File: config.mk
export PLATFORM = sky130hd
export DESIGN_NAME = debounce_bank
export DESIGN_NICKNAME = d
export VERILOG_FILES = /design/src/rtl/debounce_pkg.sv /design/src/rtl/debounce_chan.sv /design/src/rtl/debounce_bank.sv
export SDC_FILE = /design/constraint.sdc
export NUM_CORES = 1
export LEC_CHECK = 0
export CAP_MARGIN = 20
export CORE_ASPECT_RATIO = 2
export CORE_UTILIZATION = 55
export DETAILED_ROUTE_END_ITERATION = 8
export DONT_BUFFER_PORTS = 1
export PLACE_DENSITY_LB_ADDON = 0.1
export SLEW_MARGIN = 20
export SYNTH_ARGS = -nofsm -noshare
export SYNTH_HDL_FRONTEND = slang
export SYNTH_SLANG_ARGS = --single-unit
File: constraint.sdc
create_clock -name clk -period 5.7 [get_ports clk]
set_clock_uncertainty 0.15 [all_clocks]
set_input_delay 1.14 -clock clk [delete_from_list [all_inputs] [get_ports clk]]
set_output_delay 1.14 -clock clk [all_outputs]
set_load 0.01 [all_outputs]
File: src/rtl/debounce_pkg.sv
// Shared types and helpers for the debounce_bank filter.
package debounce_pkg;

  localparam int unsigned DEFAULT_CNT_W = 8;

  typedef enum logic [1:0] {
    EV_NONE,
    EV_RISE,
    EV_FALL
  } debounce_ev_t;

  // A zero threshold behaves as one so a channel can never stall.
  function automatic logic [31:0] eff_thresh(input logic [31:0] t);
    return (t == 32'd0) ? 32'd1 : t;
  endfunction

endpackage

File: src/rtl/debounce_chan.sv
// One debounce channel: optional 2-flop synchronizer, sample reg, mismatch
// counter, stable level and edge events.
// Build option: define DEBOUNCE_SYNC_EN to add the input synchronizer.
module debounce_chan
  import debounce_pkg::*;
#(
  parameter int unsigned CNT_W     = DEFAULT_CNT_W,
  parameter logic        RESET_VAL = 1'b0
) (
  input  logic             clk,
  input  logic             rstn,
  input  logic [CNT_W-1:0] thresh,
  input  logic             i,
  output logic             o,
  output logic             rise,
  output logic             fall,
  output logic             flip_c
);

  logic             din;
  logic             s;
  logic [CNT_W-1:0] cnt;
  logic [CNT_W-1:0] thr;
  logic [CNT_W-1:0] thr_m1;
  debounce_ev_t     ev_c;

`ifdef DEBOUNCE_SYNC_EN
  logic [1:0] sync_q;

  // Two-stage synchronizer for pad inputs that may be asynchronous.
  always_ff @(posedge clk or negedge rstn) begin
    if (!rstn) sync_q <= {2{RESET_VAL}};
    else       sync_q <= {sync_q[0], i};
  end

  assign din = sync_q[1];
`else
  assign din = i;
`endif

  // Effective threshold and the flip decision for this clock.
  always_comb begin
    thr    = CNT_W'(eff_thresh(32'(thresh)));
    thr_m1 = thr - CNT_W'(1);
    ev_c   = EV_NONE;
    flip_c = 1'b0;
    if ((s != o) && (cnt >= thr_m1)) begin
      flip_c = 1'b1;
      ev_c   = s ? EV_RISE : EV_FALL;
    end
  end

  // Sample, count consecutive disagreement, flip the level and pulse.
  always_ff @(posedge clk or negedge rstn) begin
    if (!rstn) begin
      s    <= RESET_VAL;
      o    <= RESET_VAL;
      cnt  <= '0;
      rise <= 1'b0;
      fall <= 1'b0;
    end else begin
      s    <= din;
      rise <= (ev_c == EV_RISE);
      fall <= (ev_c == EV_FALL);
      if (s == o) begin
        cnt <= '0;
      end else if (flip_c) begin
        o   <= s;
        cnt <= '0;
      end else begin
        cnt <= cnt + CNT_W'(1);
      end
    end
  end

endmodule

File: src/rtl/debounce_bank.sv
// Multi-channel debounce / glitch filter with a shared programmable threshold.
// Build option: define DEBOUNCE_SYNC_EN to put a 2-flop synchronizer on each
// input (adds 2 clocks of latency, allows asynchronous inputs).
module debounce_bank
  import debounce_pkg::*;
#(
  parameter int unsigned         CHANNELS  = 4,
  parameter int unsigned         CNT_W     = DEFAULT_CNT_W,
  parameter logic [CHANNELS-1:0] RESET_VAL = '0
) (
  input  logic                clk,
  input  logic                rstn,
  input  logic [CNT_W-1:0]    thresh,
  input  logic [CHANNELS-1:0] i,
  output logic [CHANNELS-1:0] o,
  output logic [CHANNELS-1:0] rise,
  output logic [CHANNELS-1:0] fall,
  output logic                changed
);

  logic [CHANNELS-1:0] flip_c;

  for (genvar n = 0; n < CHANNELS; n++) begin : g_chan
    debounce_chan #(
      .CNT_W     (CNT_W),
      .RESET_VAL (RESET_VAL[n])
    ) u_chan (
      .clk    (clk),
      .rstn   (rstn),
      .thresh (thresh),
      .i      (i[n]),
      .o      (o[n]),
      .rise   (rise[n]),
      .fall   (fall[n]),
      .flip_c (flip_c[n])
    );
  end

  // Any channel flipping this clock raises changed alongside its pulse.
  always_ff @(posedge clk or negedge rstn) begin
    if (!rstn) changed <= 1'b0;
    else       changed <= |flip_c;
  end

endmodule

# Word level (Yosys, flattened, before mapping)
# Index checks and enable logic that the tools add are counted.
totals:
  ff_bits: 49
  output_inout_bits: 13
  wordCells: 81
classes:
  addsub: 5
  n_lt_le_gt_ge: 4
  n_eq_ne: 16
  muxes: 21
  n_bitwise: 4
  n_reduce_logical: 10
op_table:
  columns: ["operator", "count"]
  rows:
  - ["2-to-1 mux 8 bit", 9]
  - ["adder 8 x 1 -> 8 bit, second input constant", 4]
  - [">= comparator 8 bit", 4]
  - ["2-to-1 mux 2 bit", 8]
  - ["== test 2 x 1 -> 1 bit, second input constant", 4]
  - ["== test 2 bit, second input constant", 4]
  - ["zero test 8 bit", 1]
  - ["AND reduction 2 bit", 4]
  - ["subtractor 8 x 1 -> 8 bit, second input constant", 1]
  - ["== test 1 bit", 4]
  - ["logical AND 1 bit", 4]
  - ["2-to-1 mux 1 bit", 4]
  - ["inequality test 1 bit", 4]
  - ["NOT 1 bit", 4]
  - ["OR reduction 4 bit", 1]

# Logic depth before layout (Yosys ltp)
# Gate-level depths: netlist (run 1).
logic_depth:
  depth_word: 8
  mapped_depth: 12
  depth_no_buf: 11

# Cells and area by module
# From an unflattened synthesis (run 1), not the netlist that was laid out.
hier_totals:
  hier_cells: 331
  hier_area_um2: 3266.9
by_module_without_submodules:
  columns: ["module", "n_inst", "cells_each", "area_each_um2", "seq_area_each_um2"]
  rows:
  - ["debounce_chan (g_chan[0].u_chan ...)", 3, 80, 785.8, 300.3]
  - ["debounce_chan (g_chan[1].u_chan)", 1, 89, 877.1, 300.3]
  - ["debounce_bank", 1, 2, 32.5, 25.0]

# Worst setup path before layout (run 1)
# No wires, ideal clock.
synth_path:
  kind: "input to register"
  from: "in thresh[5]"
  to: "reg g_chan[1].u_chan.o"
  setup_ps: 128
  arrival_ps: 3660
  required_time_ps: 5422
  setup_slack_ps: 1763
  path_stages: 11
  path_buffers: 0
  cell_sequence: "nor3_2 a31oi_1 ha_1 xnor2_1 ha_1 a21o_1 a31oi_1 o21ai_0 maj3_2 a22oi_2 mux2_1"
synth_between:
  elab_chain_cells: 7
synth_lines:
  columns: ["element", "line_no", "source"]
  rows:
  - ["from (decl)", "debounce_bank.sv:13", "input logic [CNT_W-1:0] thresh,"]
  - ["zero test 8 bit", "debounce_pkg.sv:14", "return (t == 32'd0) ? 32'd1 : t;"]
  - ["2-to-1 mux 8 bit (*)", "debounce_pkg.sv:14", null]
  - ["subtractor 8 x 1 -> 8 bit (*)", "debounce_chan.sv:44", "thr_m1 = thr - CNT_W'(1);"]
  - [">= comparator 8 bit (*)", "debounce_chan.sv:47", "if ((s != o) && (cnt >= thr_m1)) begin"]
  - ["logical AND 1 bit (*)", "debounce_chan.sv:47", null]
  - ["2-to-1 mux 1 bit (*)", "debounce_chan.sv:47", null]
  - ["AND reduction 2 bit (no line) (*)", null, null]
  - ["to (signal assigned)", "debounce_chan.sv:68", "o <= s;"]
  - ["to (decl)", "debounce_chan.sv:14", "output logic o,"]
# Mark *: on every way between the ends. The rest lies on a longest branch, timed or not.
# A chain may end at the register's enable or synchronous reset.

# Worst setup path in the final report (run 1)
layout_path:
  from: "in thresh[2]"
  to: "reg g_chan[2].u_chan.o"
layout_between:
  elab_chain_cells: 7
layout_lines:
  columns: ["element", "line_no"]
  rows:
  - ["zero test 8 bit", "debounce_pkg.sv:14"]
  - ["2-to-1 mux 8 bit (*)", "debounce_pkg.sv:14"]
  - ["subtractor 8 x 1 -> 8 bit (*)", "debounce_chan.sv:44"]
  - [">= comparator 8 bit (*)", "debounce_chan.sv:47"]
  - ["logical AND 1 bit (*)", "debounce_chan.sv:47"]
  - ["2-to-1 mux 1 bit (*)", "debounce_chan.sv:47"]
  - ["AND reduction 2 bit (no line) (*)", null]
  - ["to (signal assigned)", "debounce_chan.sv:68"]
  - ["to (decl)", "debounce_chan.sv:14"]
# Marks and branches as above.

==> impl_metrics.ini, run 1 <==
[pwr]
finalPower_mw = 0.958
peakVddDrop_uv = 296
intPower_mw = 0.646
swShare = 0.325
pwr-share-seq = 0.488
p_comb_frac = 0.242
p_leak_nw = 1.45
power_per_cell_area_nw_per_um2 = 324
power_switching_mw = 0.311
clkPwrFrac = 0.270

[route]
drt-vias-per-instance = 5.66
ant_nets = 0
num_vias = 1807
drc_errors = 0
drt_iter0_markers = 24
drtPass1Iterations = 4
wire_per_inst_microns = 16.2
wl_microns = 5170

[synth]
synth.distinct_cells = 39
syn_nets = 310
ys_seq_elements = 49
syn_inst = 267
synth_edf_count = 0
synth_area_sq_um = 2860
synthFlopType = dfrtp_1
postSynthAreaPerCell_sq_um = 10.7
synth_warnings = 0
async_flop_share = 1.00
ys_seq_area_frac = 0.428

[final_layout]
n_antenna_cell = 0
area_growth_pct = 3.15
fin_cells = 319
nets = 304
drive_gt1_frac = 0.0916

[place]
dp.cells = 311
port_buffers = 0
gp_congestion = 0.786
hpwl_microns = 3930

[floorplan]
die_area_sq_um = 5520
die-height_microns = 104
ioPinCount = 27
core_sq_um = 4950
rows = 36
die_w_microns = 53.0
start_util = 0.578

[sta]
period_minus_slack_ns = 4.21
hold_viol_final = 0
rsz0062_at_grt = false
slew_headroom = 0.376
whs_ns = 0.340
setup_violations = 0
fin_crit_sh = 0.738
fin_tns_setup_ns = 0
tightest_slew_ns = 0.936
max_clock_freq_ghz = 0.238
slew_violations = 0

[cts]
postCtsSetupBuffers = 0
cts.sink_count = 49
clkLatencyLatePin_ns = 0.31
cts_resized = 0
cts_tree = built
cts-hold-fix-buffers = 0
clkTransAtPathRegs_ns = 0.09
numCtsBuffers = 5
htree_levels = 2
root_buffer = clkbuf_8
cts_buffer_depth = 2

[critical_path]
critPathTopFamily = compound AO/OA/AOI/OAI gates
crit_buf_inv = 0
critical_path_class = input port to flop
required_ns = 5.75
cp_slowest_cell = a21oi_1
crit_path_start = thresh[2]
r2r-start = g_chan[2].u_chan.cnt[0]$_DFF_PN0_
startpoint_type = input port
end_kind = flop
worstPathArrival_ns = 4.26
worstPathCellList = nor2_1, a31oi_1, ha_1, nor3b_1, xnor2_1, ha_1, nand2_1, o21ai_0, a21oi_1, a21oi_1, mux2_2
cpPeakStageDelay_ns = 0.76
crit_path_max_fanout = 12

[global_route]
track_usage = 0.220
overflow = 0
grt_max_degree = 50
grt_pass1_wl_microns = 8830
antenna_found_initial = 0
grt_pass1_vias = 1901

[min_path]
hp-start = g_chan[2].u_chan.s$_DFF_PN0_
hold_path.class = flop to flop

[run]
maxCapViolCount = 0

[run_status]
status = finished, final reports clean
==> final timing paths <==
kind / end / slack [ns] / depth (start not counted)
worst max-delay path: g_chan[2].u_chan.o$_DFFE_PN0P_ / 1.49 / 11
worst min-delay path: g_chan[2].u_chan.fall$_DFF_PN0_ / 0.34 / 1
worst max register to register: g_chan[2].u_chan.o$_DFFE_PN0P_ / 3.01 / 8
worst min register to register: g_chan[2].u_chan.fall$_DFF_PN0_ / 0.34 / 1
max in group asynchronous: g_chan[3].u_chan.s$_DFF_PN0_ / 4.95 / 0
min in group asynchronous: g_chan[0].u_chan.s$_DFF_PN0_ / 0.36 / 0
==> Yosys cell counts, drive strengths merged, types with 4 or more instances <==
cell | instances | area share
mux2 | 4 | 0.017
xor2 | 18 | 0.055
a31oi | 5 | 0.011
and3 | 9 | 0.020
a21oi | 7 | 0.014
dfrtp | 49 | 0.43
o21ai | 6 | 0.010
buf | 14 | 0.038
nor2 | 28 | 0.037
inv | 9 | 0.012
nand2b | 4 | 0.0087
nor3 | 9 | 0.019
nand2 | 6 | 0.0087
maj3 | 6 | 0.024
xnor2 | 16 | 0.049
nand3 | 18 | 0.031
nor2b | 6 | 0.013
a21o | 5 | 0.013
ha | 29 | 0.13
==> cell usage in the layout (no fill, tap or decap), types with 2 or more instances in the layout <==
cell type	netlist	layout
a21o_1	5	5
a22oi_2	2	2
dfrtp_1	49	49
maj3_2	4	4
xor2_1	18	18
nor3_2	2	2
nor2_1	28	28
and3_1	9	9
nor3_1	7	7
a21oi_1	6	6
nand2b_1	4	4
clkbuf_8	0	6
ha_1	29	29
and2_1	3	3
nand2_1	5	5
xnor2_1	16	16
nor2b_1	6	6
nor3b_1	2	2
mux2_1	2	2
a211o_1	3	3
o211a_1	2	2
inv_1	9	9
nand3_1	18	18
a31oi_1	5	5
o21ai_0	6	6
==> per-layer routing <==
| layer | global-route usage | up-vias | wire length, microns |
|---|---|---|---|
| met3 | 0.0585 | 7 | 180 |
| met5 | 0 | - | 0 |
| li1 | - | 902 | - |
| met2 | 0.370 | 25 | 2770 |
| met4 | 0.0883 | 0 | 99 |
| met1 | 0.252 | 873 | 2120 |
==> registers in the layout (all words and copies together) (netlist names) <==
name,flops
g_chan.u_chan.fall,4
g_chan.u_chan.rise,4
g_chan.u_chan.o,4
changed,1
g_chan.u_chan.cnt,32
g_chan.u_chan.s,4
==> layout make-up <==
cell class                 count  area [sq um]
timing repair buffer           1          7.51
inverter                       9          33.8
multi-input combinational    195          1490
clock buffer                   6          82.6
tap                           57          71.3
sequential                    49          1230
fill                         436          2000
clock inverter                 2          37.5
==> power by group through the flow <==
stage	clock network (mW)	logic [mW]	registers (mW)
finish	0.259	0.232	0.467
global route	0.280	0.268	0.478
CTS	0.269	0.235	0.468
detailed placement	0	0.233	0.475
global placement	0	0.229	0.474
floorplan	0	0.216	0.448
==> through the flow <==
stage | worst slack [ns] | instance area, sq um | util
final | 1.49 | 2950 | 0.596
after CTS | 1.50 | 2950 | 0.596
after global routing | 1.22 | 2950 | 0.596
after floorplan | 1.76 | 2860 | -
after global placement | 1.28 | 2830 | 0.572
after detailed placement | 1.18 | 2830 | 0.572
==> kinds of logic (layout without fill, tap and decap cells) <==
logic type	Yosys count	in the layout	synth area share
DFF	49	49	0.428
xor gates and xnor gates	34	34	0.104
adders and majority gates	35	35	0.151
and+or+nand+nor	87	87	0.156
buffers and inverters	23	18	0.0498
AOI/OAI and AO/OA	34	34	0.0861
muxes	5	5	0.0249
No activity file was read; power rests on OpenSTA's default activity.
==> run 2, diff against run 1 <==
==> constraint.sdc (replaced) <==
create_clock -name clk -period 3.5 [get_ports clk]
set_clock_uncertainty 0.15 [all_clocks]
set_input_delay 0.7 -clock clk [delete_from_list [all_inputs] [get_ports clk]]
set_output_delay 0.7 -clock clk [all_outputs]
set_load 0.01 [all_outputs]
==> impl_metrics.ini, run 2 (synthesized netlist as in run 1, its figures left out) <==
[run_status]
status = finished, final reports clean

[route]
drt_iter0_markers = 27
drtPass1Iterations = 6
ant_nets = 0
wire_per_inst_microns = 16.4
wl_microns = 5360
drc_errors = 0
drt-vias-per-instance = 5.76
num_vias = 1877

[sta]
slew_violations = 0
max_clock_freq_ghz = 0.308
fin_crit_sh = 0.928
slew_headroom = 0.503
tightest_slew_ns = 0.740
period_minus_slack_ns = 3.25
setup_violations = 0
rsz0062_at_grt = false
fin_tns_setup_ns = 0
hold_viol_final = 0

[place]
hpwl_microns = 4040
port_buffers = 0
gp_congestion = 0.751

[floorplan]
start_util = 0.578
die_w_microns = 53.0
die-height_microns = 104
die_area_sq_um = 5520
rows = 36
ioPinCount = 27
core_sq_um = 4950

[cts]
cts.sink_count = 49
numCtsBuffers = 5
root_buffer = clkbuf_8
cts_buffer_depth = 2
htree_levels = 2
clkLatencyLatePin_ns = 0.31
clkTransAtPathRegs_ns = 0.08
cts_tree = built

[pwr]
p_leak_nw = 1.48
power_per_cell_area_nw_per_um2 = 494
peakVddDrop_uv = 317

[global_route]
track_usage = 0.230
grt_pass1_wl_microns = 9360
grt_pass1_vias = 1985
overflow = 0
grt_max_degree = 50
grt.met3_usage = 0.0629
met1_usage = 0.242
grt_use_met2 = 0.407
busiest_layer = met2
antenna_found_initial = 0

[final_layout]
layout_commonest_cell = dfrtp_1
fin_util = 0.605
n_antenna_cell = 0
area_growth_pct = 4.68
final_cell_mix = dfrtp_1, ha_1, nor2_1
top_register = g_chan.u_chan.cnt
largest_reg_flops = 32
drive_gt1_frac = 0.112
nets = 311

[critical_path]
path_common_cell = ha_1
cp_slowest_cell = maj3_1
rr_worst_depth = 8
cpPeakStageDelay_ns = 0.39
end_kind = flop
r2r-start = g_chan[0].u_chan.cnt[0]$_DFF_PN0_
crit_path_start = thresh[5]
startpoint_type = input port
worstPathCellList = nor3_2, a31oi_1, ha_1, nor3b_1, xnor2_1, ha_1, a21oi_1, o21ai_0, maj3_1, a211o_1, nor2b_1
rr_endpoint = g_chan[0].u_chan.o$_DFFE_PN0P_
crit_path_max_fanout = 8
required_ns = 3.59
rrSetupSlack_ns = 1.10
worstPathArrival_ns = 3.33
critical_path_class = input port to flop
critPathCapture = g_chan[3].u_chan.cnt[5]$_DFF_PN0_

[min_path]
hold_path.class = input port to async pin

[run]
maxCapViolCount = 0
[run 2: per-layer routing]
layer / part of all wire / up-vias
met5: 0 / -
met4: 0.025 / 0
met3: 0.043 / 11
met2: 0.55 / 29
met1: 0.38 / 919
li1: - / 918
[run 2: cell type report]
cell class	count	area, sq um
clock buffers	7	76.3
clock inverters	1	7.51
fillers	421	1960
inverters	9	33.8
multi-input cells	195	1500
flip-flops and latches	49	1230
well taps	57	71.3
repair buffers	8	80.1
[run 2: how the worst min path moves through the flow]
stage | startpoint | endpoint | slack (ns) | cells after the start
after CTS | rstn | g_chan[0].u_chan.cnt[0]$_DFF_PN0_ | 0.09 | 1
after floorplan | rstn | changed$_DFF_PN0_ | 0.25 | 0
after global routing | rstn | g_chan[0].u_chan.cnt[7]$_DFF_PN0_ | 0.08 | 1
after detailed placement | rstn | g_chan[0].u_chan.cnt[5]$_DFF_PN0_ | 0.26 | 0
after global placement | rstn | g_chan[0].u_chan.cnt[6]$_DFF_PN0_ | 0.26 | 0
final | rstn | g_chan[0].u_chan.cnt[0]$_DFF_PN0_ | 0.09 | 1
[run 2: where the power goes]
part / switching (mW) / internal, mW
clock: 0.183 / 0.142
combinational: 0.210 / 0.185
sequential: 0.118 / 0.643
[run 2: worst max-delay path, delay by kind of cell]
| family | cells | cell delay (ns) |
|---|---|---|
| xor+xnor | 1 | 0.37 |
| fa+ha+maj | 3 | 0.97 |
| compound gates | 4 | 0.79 |
| simple gates | 3 | 0.51 |
[run 2: repair_timing]
action	in CTS	in global routing
endpoints found under the hold margin	49	0
gates resized for setup	0	1
hold buffers	1	0
setup endpoints to repair	0	1
buffers inserted	0	0
[run 2: per-stage QoR]
| stage | area [sq um] | cells | total power, mW | hold slack [ns] | setup WS (ns) |
|---|---|---|---|---|---|
| final | 3000 | 326 | 1.48 | 0.0862 | 0.253 |
| after CTS | 2990 | 326 | 1.50 | 0.0850 | 0.155 |
| after global routing | 3000 | 326 | 1.61 | 0.0846 | 0.0237 |
| after floorplan | 2860 | 267 | 1.08 | 0.254 | 0.00280 |
| after global placement | 2880 | 317 | 1.14 | 0.256 | -0.160 |
| after detailed placement | 2880 | 317 | 1.16 | 0.256 | -0.176 |
